===== src/rtl/arm_mc_fsm.sv =====
// rtl/arm_mc_fsm.sv - multicycle ARM main sequencing FSM with memory-ready wait timeout
module arm_mc_fsm #(
  parameter int MEM_TIMEOUT = 15
) (
  input  logic       clk,
  input  logic       reset,
  input  logic [1:0] Op,
  input  logic [5:0] Funct,
  input  logic       mem_ready,
  output logic       mem_req,
  output logic       IRWrite,
  output logic       NextPC,
  output logic       AdrSrc,
  output logic       ALUSrcA,
  output logic [1:0] ALUSrcB,
  output logic [1:0] ResultSrc,
  output logic       ALUOp,
  output logic       RegW,
  output logic       MemW,
  output logic       Branch,
  output logic       instr_done,
  output logic       illegal,
  output logic       fault,
  output logic [3:0] state
);

  typedef enum logic [3:0] {
    S_FETCH    = 4'd0,
    S_DECODE   = 4'd1,
    S_MEMADR   = 4'd2,
    S_MEMREAD  = 4'd3,
    S_MEMWRITE = 4'd4,
    S_MEMWB    = 4'd5,
    S_EXECR    = 4'd6,
    S_EXECI    = 4'd7,
    S_ALUWB    = 4'd8,
    S_BRANCH   = 4'd9,
    S_FAULT    = 4'd15
  } state_t;

  // A one-bit counter is kept when the timeout is disabled so the width stays legal.
  localparam int            CW        = (MEM_TIMEOUT > 0) ? $clog2(MEM_TIMEOUT + 1) : 1;
  localparam logic [CW-1:0] CNT_LIMIT = CW'((MEM_TIMEOUT > 0) ? (MEM_TIMEOUT - 1) : 0);
  localparam logic [CW-1:0] CNT_MAX   = {CW{1'b1}};

  state_t        state_q, state_d;
  logic [CW-1:0] wait_cnt_q, wait_cnt_d;
  logic          mem_state;
  logic          timeout_hit;

  logic       mem_req_c, ir_write_c, next_pc_c, adr_src_c, alu_src_a_c;
  logic [1:0] alu_src_b_c, result_src_c;
  logic       alu_op_c, reg_w_c, mem_w_c, branch_c, instr_done_c, illegal_c, fault_c;

  logic unused_funct;
  assign unused_funct = ^Funct[4:1];

  always_comb begin
    mem_state   = (state_q == S_FETCH) || (state_q == S_MEMREAD) || (state_q == S_MEMWRITE);
    timeout_hit = (MEM_TIMEOUT > 0) && mem_state && !mem_ready && (wait_cnt_q == CNT_LIMIT);

    state_d = state_q;
    case (state_q)
      S_FETCH:    if (mem_ready) state_d = S_DECODE;
      S_DECODE: begin
        case (Op)
          2'b00:   state_d = Funct[5] ? S_EXECI : S_EXECR;
          2'b01:   state_d = S_MEMADR;
          2'b10:   state_d = S_BRANCH;
          default: state_d = S_FETCH;
        endcase
      end
      S_MEMADR:   state_d = Funct[0] ? S_MEMREAD : S_MEMWRITE;
      S_MEMREAD:  if (mem_ready) state_d = S_MEMWB;
      S_MEMWRITE: if (mem_ready) state_d = S_FETCH;
      S_MEMWB:    state_d = S_FETCH;
      S_EXECR:    state_d = S_ALUWB;
      S_EXECI:    state_d = S_ALUWB;
      S_ALUWB:    state_d = S_FETCH;
      S_BRANCH:   state_d = S_FETCH;
      S_FAULT:    state_d = S_FAULT;
      default:    state_d = S_FAULT;
    endcase
    if (timeout_hit) state_d = S_FAULT;

    // Any state change clears the counter, which covers every entry into a memory state.
    wait_cnt_d = wait_cnt_q;
    if (state_d != state_q) begin
      wait_cnt_d = '0;
    end else if (mem_state && !mem_ready && (wait_cnt_q != CNT_MAX)) begin
      wait_cnt_d = wait_cnt_q + 1'b1;
    end
  end

  always_ff @(posedge clk or negedge reset) begin
    if (!reset) begin
      state_q    <= S_FETCH;
      wait_cnt_q <= '0;
    end else begin
      state_q    <= state_d;
      wait_cnt_q <= wait_cnt_d;
    end
  end

  always_comb begin
    mem_req_c    = 1'b0;
    ir_write_c   = 1'b0;
    next_pc_c    = 1'b0;
    adr_src_c    = 1'b0;
    alu_src_a_c  = 1'b0;
    alu_src_b_c  = 2'b00;
    result_src_c = 2'b00;
    alu_op_c     = 1'b0;
    reg_w_c      = 1'b0;
    mem_w_c      = 1'b0;
    branch_c     = 1'b0;
    instr_done_c = 1'b0;
    illegal_c    = 1'b0;
    fault_c      = 1'b0;
    case (state_q)
      S_FETCH: begin
        mem_req_c    = 1'b1;
        ir_write_c   = mem_ready;
        next_pc_c    = mem_ready;
        alu_src_a_c  = 1'b1;
        alu_src_b_c  = 2'b10;
        result_src_c = 2'b10;
      end
      S_DECODE: begin
        alu_src_a_c  = 1'b1;
        alu_src_b_c  = 2'b10;
        result_src_c = 2'b10;
        illegal_c    = (Op == 2'b11);
      end
      S_MEMADR:   alu_src_b_c = 2'b01;
      S_MEMREAD: begin
        mem_req_c = 1'b1;
        adr_src_c = 1'b1;
      end
      S_MEMWRITE: begin
        mem_req_c    = 1'b1;
        adr_src_c    = 1'b1;
        mem_w_c      = 1'b1;
        instr_done_c = mem_ready;
      end
      S_MEMWB: begin
        result_src_c = 2'b01;
        reg_w_c      = 1'b1;
        instr_done_c = 1'b1;
      end
      S_EXECR:    alu_op_c = 1'b1;
      S_EXECI: begin
        alu_src_b_c = 2'b01;
        alu_op_c    = 1'b1;
      end
      S_ALUWB: begin
        reg_w_c      = 1'b1;
        instr_done_c = 1'b1;
      end
      S_BRANCH: begin
        alu_src_b_c  = 2'b01;
        result_src_c = 2'b10;
        branch_c     = 1'b1;
        instr_done_c = 1'b1;
      end
      S_FAULT:    fault_c = 1'b1;
      default:    fault_c = 1'b1;
    endcase
  end

  // Outputs are qualified by reset so the Mealy FETCH terms stay quiet while reset is held.
  assign mem_req    = reset & mem_req_c;
  assign IRWrite    = reset & ir_write_c;
  assign NextPC     = reset & next_pc_c;
  assign AdrSrc     = reset & adr_src_c;
  assign ALUSrcA    = reset & alu_src_a_c;
  assign ALUSrcB    = {2{reset}} & alu_src_b_c;
  assign ResultSrc  = {2{reset}} & result_src_c;
  assign ALUOp      = reset & alu_op_c;
  assign RegW       = reset & reg_w_c;
  assign MemW       = reset & mem_w_c;
  assign Branch     = reset & branch_c;
  assign instr_done = reset & instr_done_c;
  assign illegal    = reset & illegal_c;
  assign fault      = reset & fault_c;
  assign state      = state_q;

endmodule


===== config.mk =====
export PLATFORM = sky130hd
export DESIGN_NAME = arm_mc_fsm
export DESIGN_NICKNAME = d
export VERILOG_FILES = /design/src/rtl/arm_mc_fsm.sv
export SDC_FILE = /design/constraint.sdc
export NUM_CORES = 1
export LEC_CHECK = 0
export BUFFER_PORTS_ARGS = -buffer_cell sky130_fd_sc_hd__buf_2
export CAP_MARGIN = 20
export CORE_ASPECT_RATIO = 1.1
export CORE_MARGIN = 2
export CORE_UTILIZATION = 44
export CTS_CLUSTER_DIAMETER = 100
export DETAILED_ROUTE_END_ITERATION = 8
export PLACE_DENSITY = 0.8
export SLEW_MARGIN = 20
export SYNTH_ARGS = -nofsm -noshare
export SYNTH_HDL_FRONTEND = slang
export SYNTH_SLANG_ARGS = --single-unit

===== constraint.sdc =====
create_clock -name clk -period 2 [get_ports clk]
set_clock_uncertainty 0.15 [all_clocks]
set_input_delay 0.4 -clock clk [delete_from_list [all_inputs] [get_ports clk]]
set_output_delay 0.4 -clock clk [all_outputs]
set_load 0.01 [all_outputs]

==> results.md, run 1 <==
- Yosys Warn Count: 0
- Violated checks: negative setup slack
- Int Pwr: around 1.2 mW
- Clock latency at the later pin of the worst-skew pair: roughly 260 ps
- Vias in the first global route: 918
- Clk pwr share: 0.055
- Final cell count without fillers: between 150 and 200
- Synth Area in Adders: 0.02928
- Starting density of the core: 0.4743
- Crit Path Class: flop to flop
- Total core area: around 0.0018 mm2
- Initial drt markers: 33
- DRC Markers: 0
- FMAX: between 0.4 and 0.5 GHz
- Mux contribution to synthesized area: 0.02343
- CP Capture Type: flop
- Antenna diodes: 0
- Flop pwr share: 0.118
- Largest family of logic cells by synthesized area: simple AND/OR/NAND/NOR gates
- I/O pin cnt: 31
- Fin worst setup slack: -163.8 ps
- Psw: between 1 and 1.5 mW
- GRT Total Usage: 0.2445
- Mapped Area: roughly 850 um2
- Clk sinks: 8
- Comb power frac: 0.827
- Synth cell types: 40
- Pwr per Cell Area: ~1600 mW/mm2
- Via-per-instance ratio: 5.892
- Grt total ovfl: 0
- Die area: approximately 0.0023 mm2
- Final Hold Viols: 0
- Fill cell count: ~110
- CTS max path bufs: 2
- Number of routed nets with antenna violations: 0
- XOR/XNOR Fraction of Synth Area: 0.03953
- PortBufs: 26
- HP Class: input port to flop
- Critical Path AT: 2160 ps
- Seq/Total Area, Yosys: 0.2343
- Share of layout cells above drive strength 1: 0.6013
- Vias: between 1000 and 1500
- Routability cong.: 0.8912
- Sw frac: 0.4679
- VDD IR max: between 0.9 and 1 mV
- Slew Limit Fails: 0
- CTS tree: built
- Clock Tree Root: clkbuf_4
- Post-Route Setup TNS: -691.2 ps
- Post-Synth Simple-Gate Area: 0.3997
- Largest net degree at the start of global routing: 15
- DP HPWL: about 1800 um
- Die Wd: ~46 um
- Post-synthesis register bit count: 8
- Max-Cap Viols: 0
- Max-slew headroom: 0.7463
- Post-synth net total: 119
- Die height: around 50 um
- First-pass GRT wire length: ~4100 um
- DR WL/cell: 16.79 um
- Worst-path clk slew: approximately 60 ps
- P_leak: ~0.68 nW
- Syn-to-layout area delta: 71.30%
- Synth Area per Inst: roughly 8.1 um2
- Critical Path Source Type: flop
- Num CTS Buffers: 3
- Mapped Cells: approximately 110
- Number of setup violations in the final report: 8
- Compound-Gate Fraction of Synth Area: 0.2079
- Tmin final: 2164 ps
- Post-route clock period utilization: 1.082
- Row count: 16
- Drt pass-1 iters: 4
- Initial antenna violation count: 0
- Final WL: 2955 um
- Final nets: 173
- Outcome: finished, violations left
- Worst EP required: roughly 2000 ps
- Slew @ Worst Pin: between 300 and 400 ps
- Inst Count DP: around 160
- Max FO, Critical Path: 5
- H-tree depth: 1
- Unrepaired setup endpoints after global routing: yes
cells in the final DEF (no fill, tap or decap), drive strengths merged, types with 4 or more instances in the layout:
cell	instances
buf	55
nor2	16
nand2	8
dfrtp	8
o21ai	6
nand2b	6
a21oi	4
nor3b	4
nor2b	4
nor3	4
power groups by stage:
| stage | logic (mW) | registers, mW | clock network [mW] |
|---|---|---|---|
| 2_1_floorplan | 0.840 | 0.282 | 0 |
| 3_3_place_gp | 1.21 | 0.260 | 0 |
| 3_5_place_dp | 1.25 | 0.269 | 0 |
| 4_1_cts | 1.39 | 0.263 | 0.121 |
| 5_1_grt | 2.03 | 0.279 | 0.139 |
| 6_report | 1.92 | 0.275 | 0.127 |
worst max-delay path: stages (launching register included):
cell	delay [ps]
dfrtp_2	460
buf_6	150
buf_4	130
nor4b_2	270
o21ai_1	150
and4bb_4	250
xnor2_4	160
a2111oi_4	320
flip-flops by register name, summed over array words and instances, names as in the netlist:
signal,cells
state,4
wait_cnt_q,4
kinds of logic after synthesis:
kind of cell,after synthesis
simple gates,60
xor+xnor,3
flops,8
mux,2
buf+inv,10
fa+ha+maj,2
compound gates,21
metrics by stage:
step	cell area (um2)	total power, mW	worst slack (ps)	hold WS, ps	util
floorplan	875.8	1.122	-36.83	-45.59	-
finish	1464	2.322	-163.8	507.3	0.8125
global placement	1126	1.469	-91.06	263.5	0.6250
detailed placement	1126	1.522	-164.5	262.2	0.6250
CTS	1225	1.772	-106.7	452.2	0.6799
global route	1464	2.451	-223.2	494.5	0.8125
cell type report:
| cell class | instances | area [um2] | share of cell area |
|---|---|---|---|
| Clock buffer | 3 | 22.52 | 0.01538 |
| Inverter | 3 | 11.26 | 0.007692 |
| Multi-Input combinational cell | 88 | 785.8 | 0.5368 |
| Sequential cell | 8 | 203.9 | 0.1393 |
| Tap cell | 18 | 22.52 | 0.01538 |
| Timing Repair Buffer | 56 | 417.9 | 0.2855 |
final timing paths:
check	to	cells after the start	start	slack, ps
worst max-delay path	wait_cnt_q[1]	7	state[1]	-160
worst min-delay path	state[0]	4	Funct[5]	510
worst max register to register	wait_cnt_q[1]	7	state[1]	-160
worst min register to register	state[3]	2	state[3]	510
max in group asynchronous	state[0]	3	reset	750
min in group asynchronous	state[2]	3	reset	660
cells in the mapped netlist:
library cell	instances	area share
a21o_1	1	0.0088
o22a_1	1	0.010
o221ai_2	1	0.018
and4bb_1	1	0.015
or4bb_1	1	0.013
o21ba_2	1	0.012
nor4b_1	1	0.010
dfrtp_1	8	0.23
o21ai_0	6	0.035
o2111a_2	1	0.015
buf_6	1	0.013
nand4_1	1	0.0073
ha_1	2	0.029
nor3b_1	4	0.035
and3b_4	1	0.015
a21oi_1	4	0.023
a2111oi_0	1	0.010
nand4b_1	1	0.010
buf_4	2	0.018
mux2i_1	2	0.023
nand3_1	1	0.0059
a2111oi_2	1	0.018
inv_1	3	0.013
nand3b_1	1	0.0088
or4b_1	1	0.012
or2_2	2	0.015
nor4_1	3	0.022
nor2_1	16	0.070
buf_2	3	0.018
nor2b_1	4	0.029
nand2_1	8	0.035
o21a_1	3	0.026
xnor2_2	1	0.019
nor3_1	4	0.023
nand2b_1	6	0.044
xnor2_1	2	0.021
or3_1	1	0.0073
clkbuf_1	1	0.0044
a2111oi_4	1	0.032
and2_1	3	0.022
repair_timing:
item,CTS,global route
pin swaps,5,12
hold endpoints to repair,8,0
hold buffers,1,0
setup buffers,4,6
endpoints found under the setup margin,8,13
resized for setup,9,39
per-layer routing:
layer	up-vias	GRT usage	wire, um
met5	-	0	0
met4	0	0.07143	46
met3	5	0.03237	146
met2	48	0.4282	1584
met1	497	0.2995	1178
li1	487	-	-
(Power assumes the default switching activity.)
==> run 2: changes to the inputs <==
CORE_UTILIZATION = 46   (was 44)
CTS_BUF_LIST = sky130_fd_sc_hd__clkbuf_4   (was unset)
PLACE_DENSITY = 0.83   (was 0.8)
==> run 2 against run 1 <==
Effect of this change:
- the flow still finishes with violations (negative setup slack)
- first-iteration DRC count decreased by 15%
- register-to-register slack got worse by 40 ps
- design area increased by 3.2%
- sequential share of layout area decreased by 0.52 points
- core utilization increased by 4.5 points
- clock power increased by 11%
- routed wire length increased by 16%
- count of clock-buffer cells in the layout unchanged
- non-clock buffer count increased by 9
- combinational power increased by 7%
- via count increased by 6.3%
- flip-flop and latch count unchanged
- largest power group unchanged
==> results.md, run 2 (synthesized netlist as in run 1, its figures left out) <==
- Multi-input logic area: a little under 800 um2
- I/O pin cnt: 31
- Via-per-instance ratio: 5.957
- Slew @ Worst Pin: ~420 ps
- Critical Path AT: 2220 ps
- DP HPWL: 1860 um
- Grt total ovfl: 0
- Total core area: 0.001762 mm2
- Die Wd: between 40 and 50 um
- DR WL/cell: about 19 um
- CP Capture Type: flop
- PortBufs: 26
- Critical Path Source Type: flop
- VDD IR max: just over 1 mV
- Worst EP required: around 2000 ps
- Die area: ~0.0022 mm2
- CTS max path bufs: 2
- Antenna diodes: 0
- Crit Path Class: flop to flop
- Routability cong.: between 0.9 and 1
- Register area: a little over 200 um2
- Final nets: 182
- P_leak: slightly above 0.7 nW
- Commonest non-fill, non-tap cell in the layout: buf_4
- Num CTS Buffers: 3
- Drt pass-1 iters: 4
- Max-Cap Viols: 0
- Max FO, Critical Path: 4
- Initial drt markers: 28
- Vias in the first global route: roughly 1100
- Most frequent cells in the layout: 29 x buf_4, 24 x buf_2, 11 x nor2_1, 11 x buf_6, 6 x dfrtp_1
- Initial antenna violation count: 0
- GRT Total Usage: 0.2918
- Max-slew headroom: 0.7188
- Unrepaired setup endpoints after global routing: yes
- Syn-to-layout area delta: 76.87%
- Slew Limit Fails: 0
- Share of layout cells above drive strength 1: 0.6347
- Post-route clock period utilization: 1.103
- Outcome: finished, violations left
- Final Hold Viols: 0
- Row count: 16
- Clk sinks: 8
- Clock latency at the later pin of the worst-skew pair: ~280 ps
- Fill cell count: 86
- Total chip power: 2.469 mW
- Pwr per Cell Area: roughly 1600 mW/mm2
- HP Class: input port to async pin
- Number of setup violations in the final report: 11
- FMAX: between 0.4 and 0.5 GHz
- Final WL: between 3000 and 4000 um
- DRC Markers: 0
- Tmin final: roughly 2200 ps
- Fin Hold WS: ~34 ps
- First-pass GRT wire length: between 4000 and 5000 um
- CTS tree: built
- Largest net degree at the start of global routing: 10
- Worst-path clk slew: ~70 ps
- Die height: just under 50 um
- H-tree depth: 1
- Number of routed nets with antenna violations: 0
- Violated checks: negative setup slack
- Fin worst setup slack: -206.2 ps
- Starting density of the core: 0.4851
- Clock Tree Root: clkbuf_4
- Vias: about 1100
run 2: cell types whose count changed in the layout (fill, tap and decap cells not counted), sizes merged:
cell / previous run / this run
buf: 55 / 64
run 2: repair_timing:
action	CTS	global route
hold endpoints to repair	2	0
pin swaps	9	13
setup endpoints to repair	10	17
hold buffers	1	0
setup buffers	12	7
cloned	0	0
resized for setup	20	30
run 2: cell type report:
type	count	area share
Timing Repair Buffer	65	0.3121
Sequential cell	8	0.1341
Inverter	3	0.007450
Tap cell	18	0.01490
Multi-Input combinational cell	88	0.5166
Clock buffer	3	0.01490
run 2: final timing paths:
check,start,endpoint,slack [ps],cells after the start
setup / recovery,state[2],wait_cnt_q[1],-210,6
hold / removal,reset,state[1],30,2
setup reg to reg,state[2],wait_cnt_q[1],-210,6
hold reg to reg,state[3],state[3],580,2
max in group asynchronous,reset,state[2],1110,2
min in group clk,Funct[5],state[0],490,4
run 2: per-layer routing:
| layer | part of all wire | wire [um] | vias up | global-route usage |
|---|---|---|---|---|
| met5 | 0 | 0 | - | 0 |
| met4 | 0.031 | 106 | 0 | 0.1618 |
| met3 | 0.049 | 167 | 13 | 0.04444 |
| met2 | 0.52 | 1769 | 54 | 0.5048 |
| met1 | 0.40 | 1380 | 533 | 0.3241 |
| li1 | - | - | 502 | - |
run 2: power breakdown:
group          switching [mW]  total, mW  internal (mW)  leakage (nW)
clock                  0.0717      0.141         0.0697        0.0138
combinational            1.04       2.06           1.02         0.599
sequential             0.0582      0.270          0.212         0.104
run 2: metrics by stage:
step	worst slack, ps	util	std cells	instance area [um2]	setup TNS [ps]
after CTS	-69.78	0.7528	178	1326	-210.3
final	-206.2	0.8580	185	1511	-1126
after global placement	-94.80	0.6392	162	1126	-305.5
after floorplan	-36.83	-	106	875.8	-36.83
after global routing	-331.6	0.8580	185	1511	-1807
after detailed placement	-129.1	0.6392	162	1126	-482.3
run 2: critical path: stages, from the launching register on:
cell	delay, ps
dfrtp_1	430
buf_6	130
or4b_1	430
a21o_1	180
and4bb_2	280
xnor2_4	160
a2111oi_4	330
==> run 3: changes to the inputs <==
CORE_UTILIZATION = 30   (was 46)
PLACE_DENSITY = 0.6   (was 0.83)
==> run 3 against run 2 <==
Effect of this change:
- the flow still finishes with violations (negative setup slack)
- sequential power increased by 1%
- maximum frequency rose by 5.7%
- register-to-register slack gained 120 ps
- via count shrank 11%
- core utilization shrank 34 points
- first-iteration DRC count shrank 21%
- highest routed layer is now met3
==> results.md, run 3 (synthesized netlist as in run 1, its figures left out) <==
- CP Capture Type: flop
- DR WL/cell: roughly 14 um
- First-pass GRT wire length: between 3000 and 4000 um
- Max FO, Critical Path: 7
- Slew Limit Fails: 0
- I/O pin cnt: 31
- Clock latency at the later pin of the worst-skew pair: roughly 240 ps
- Post-cts hold buffer count: 0
- Crit-path slowest cell: dfrtp_2
- Post-Route Setup TNS: -269.3 ps
- Commonest non-fill, non-tap cell in the layout: buf_2
- Worst path max stage delay: ~450 ps
- Worst-path clk slew: 50 ps
- Final cell count without fillers: 190
- Syn-to-layout area delta: 66.03%
- Num CTS Buffers: 3
- Via-per-instance ratio: 5.147
- Number of routed nets with antenna violations: 0
- Crit-path cells: and3b_4 -> o2111a_2 -> or3_4 -> xnor2_4 -> a2111oi_4
- Drt pass-1 iters: 4
- VDD IR max: around 0.76 mV
- Violated checks: negative setup slack
- Max-Cap Viols: 0
- Total core area: 0.002728 mm2
- Initial drt markers: 22
- Largest net degree at the start of global routing: 17
- Die height: between 50 and 60 um
- PortBufs: 26
- Slew @ Worst Pin: a little over 400 ps
- Routability cong.: 0.7810
- Pwr per Cell Area: around 1500 mW/mm2
- Outcome: finished, violations left
- Grt total ovfl: 0
- P_leak: about 0.66 nW
- DRC Markers: 0
- Worst EP required: approximately 2000 ps
- Inst Count DP: approximately 180
- Final nets: approximately 170
- GRT Total Usage: 0.1635
- Crit Path Class: flop to flop
- CTS max path bufs: 2
- FMAX: 0.4789 GHz
- Clk sinks: 8
- Critical Path AT: ~2100 ps
- Vias in the first global route: 906
- DP Worst Slack: -164.5 ps
- Vias: 978
- Fin worst setup slack: -88.20 ps
- Final WL: ~2600 um
- Clock Tree Root: clkbuf_4
- Die Wd: between 50 and 60 um
- CTS tree: built
- HP Class: input port to async pin
- Number of setup violations in the final report: 5
- R2R cell count: 5
- H-tree depth: 1
- Final Hold Viols: 0
- Most frequent cells in the layout: 25 x buf_2, 21 x buf_4, 13 x nor2_1
- Tmin final: 2088 ps
- Row count: 20
- Unrepaired setup endpoints after global routing: yes
- Critical Path Source Type: flop
- Fill cell count: roughly 250
- Max-slew headroom: 0.7159
- Share of layout cells above drive strength 1: 0.5924
- Post-route clock period utilization: 1.044
- Antenna diodes: 0
- Initial antenna violation count: 0
- Starting density of the core: 0.3133
- DP HPWL: 1735 um
- Post-route design area: around 0.0014 mm2
- Die area: approximately 0.0033 mm2
- Placement-stage cell area: between 0.001 and 0.0015 mm2
## run 3: cell count changes in the layout (fill, tap and decap cells not counted), sizes merged
cell and change:
clkinvlp +1, dlygate4sd3 -1, inv -1, buf -9
## run 3: area by class of cell
type	count	area (um2)	share of cell area
timing repair buffer	55	392.9	0.2769
multi-input combinational	88	744.5	0.5247
clock buffer	3	22.52	0.01587
inverter	3	15.01	0.01058
sequential	8	202.7	0.1429
tap	33	41.29	0.02910
## run 3: path summary, 6_finish.rpt
| check | end | slack (ps) | start |
|---|---|---|---|
| min in group clk | state[0] | 430 | Funct[5] |
| hold / removal | state[0] | 40 | reset |
| hold reg to reg | wait_cnt_q[3] | 550 | wait_cnt_q[3] |
| max in group asynchronous | state[2] | 1520 | reset |
| setup reg to reg | wait_cnt_q[1] | -90 | state[0] |
| setup / recovery | wait_cnt_q[1] | -90 | state[0] |
## run 3: critical path: cells and delay by family (launching register included)
kind | cells | cell delay [ps]
flip-flops | 1 | 450
XOR/XNOR | 1 | 160
AO/OA/AOI/OAI | 2 | 580
AND/OR/NAND/NOR | 2 | 640
## run 3: power by group
part           internal (mW)  switching [mW]  leakage [nW]  total [mW]
registers              0.212          0.0614         0.104       0.274
clock network         0.0682          0.0474        0.0138       0.116
logic                  0.874           0.867         0.539        1.74
## run 3: metal layers
| metal | up-vias | track usage | routed length, um |
|---|---|---|---|
| met2 | 17 | 0.2874 | 1477 |
| met3 | 0 | 0.03000 | 73 |
| li1 | 482 | - | - |
| met5 | - | 0 | 0 |
| met4 | 0 | 0.03136 | 0 |
| met1 | 479 | 0.2059 | 1087 |
## run 3: stage by stage
step                hold slack [ps]  utilization  total power [mW]
finish                        38.84       0.5202             2.130
global placement              269.3       0.4188             1.512
CTS                           19.16       0.4817             1.933
floorplan                    -45.59            -             1.122
global route                  34.48       0.5202             2.273
detailed placement            281.0       0.4188             1.536
## run 3: repair_timing
| action | CTS | global route |
|---|---|---|
| setup endpoints to repair | 10 | 13 |
| pin swaps | 7 | 6 |
| gates resized for setup | 16 | 24 |
| gates cloned | 1 | 1 |
| setup buffers | 10 | 0 |
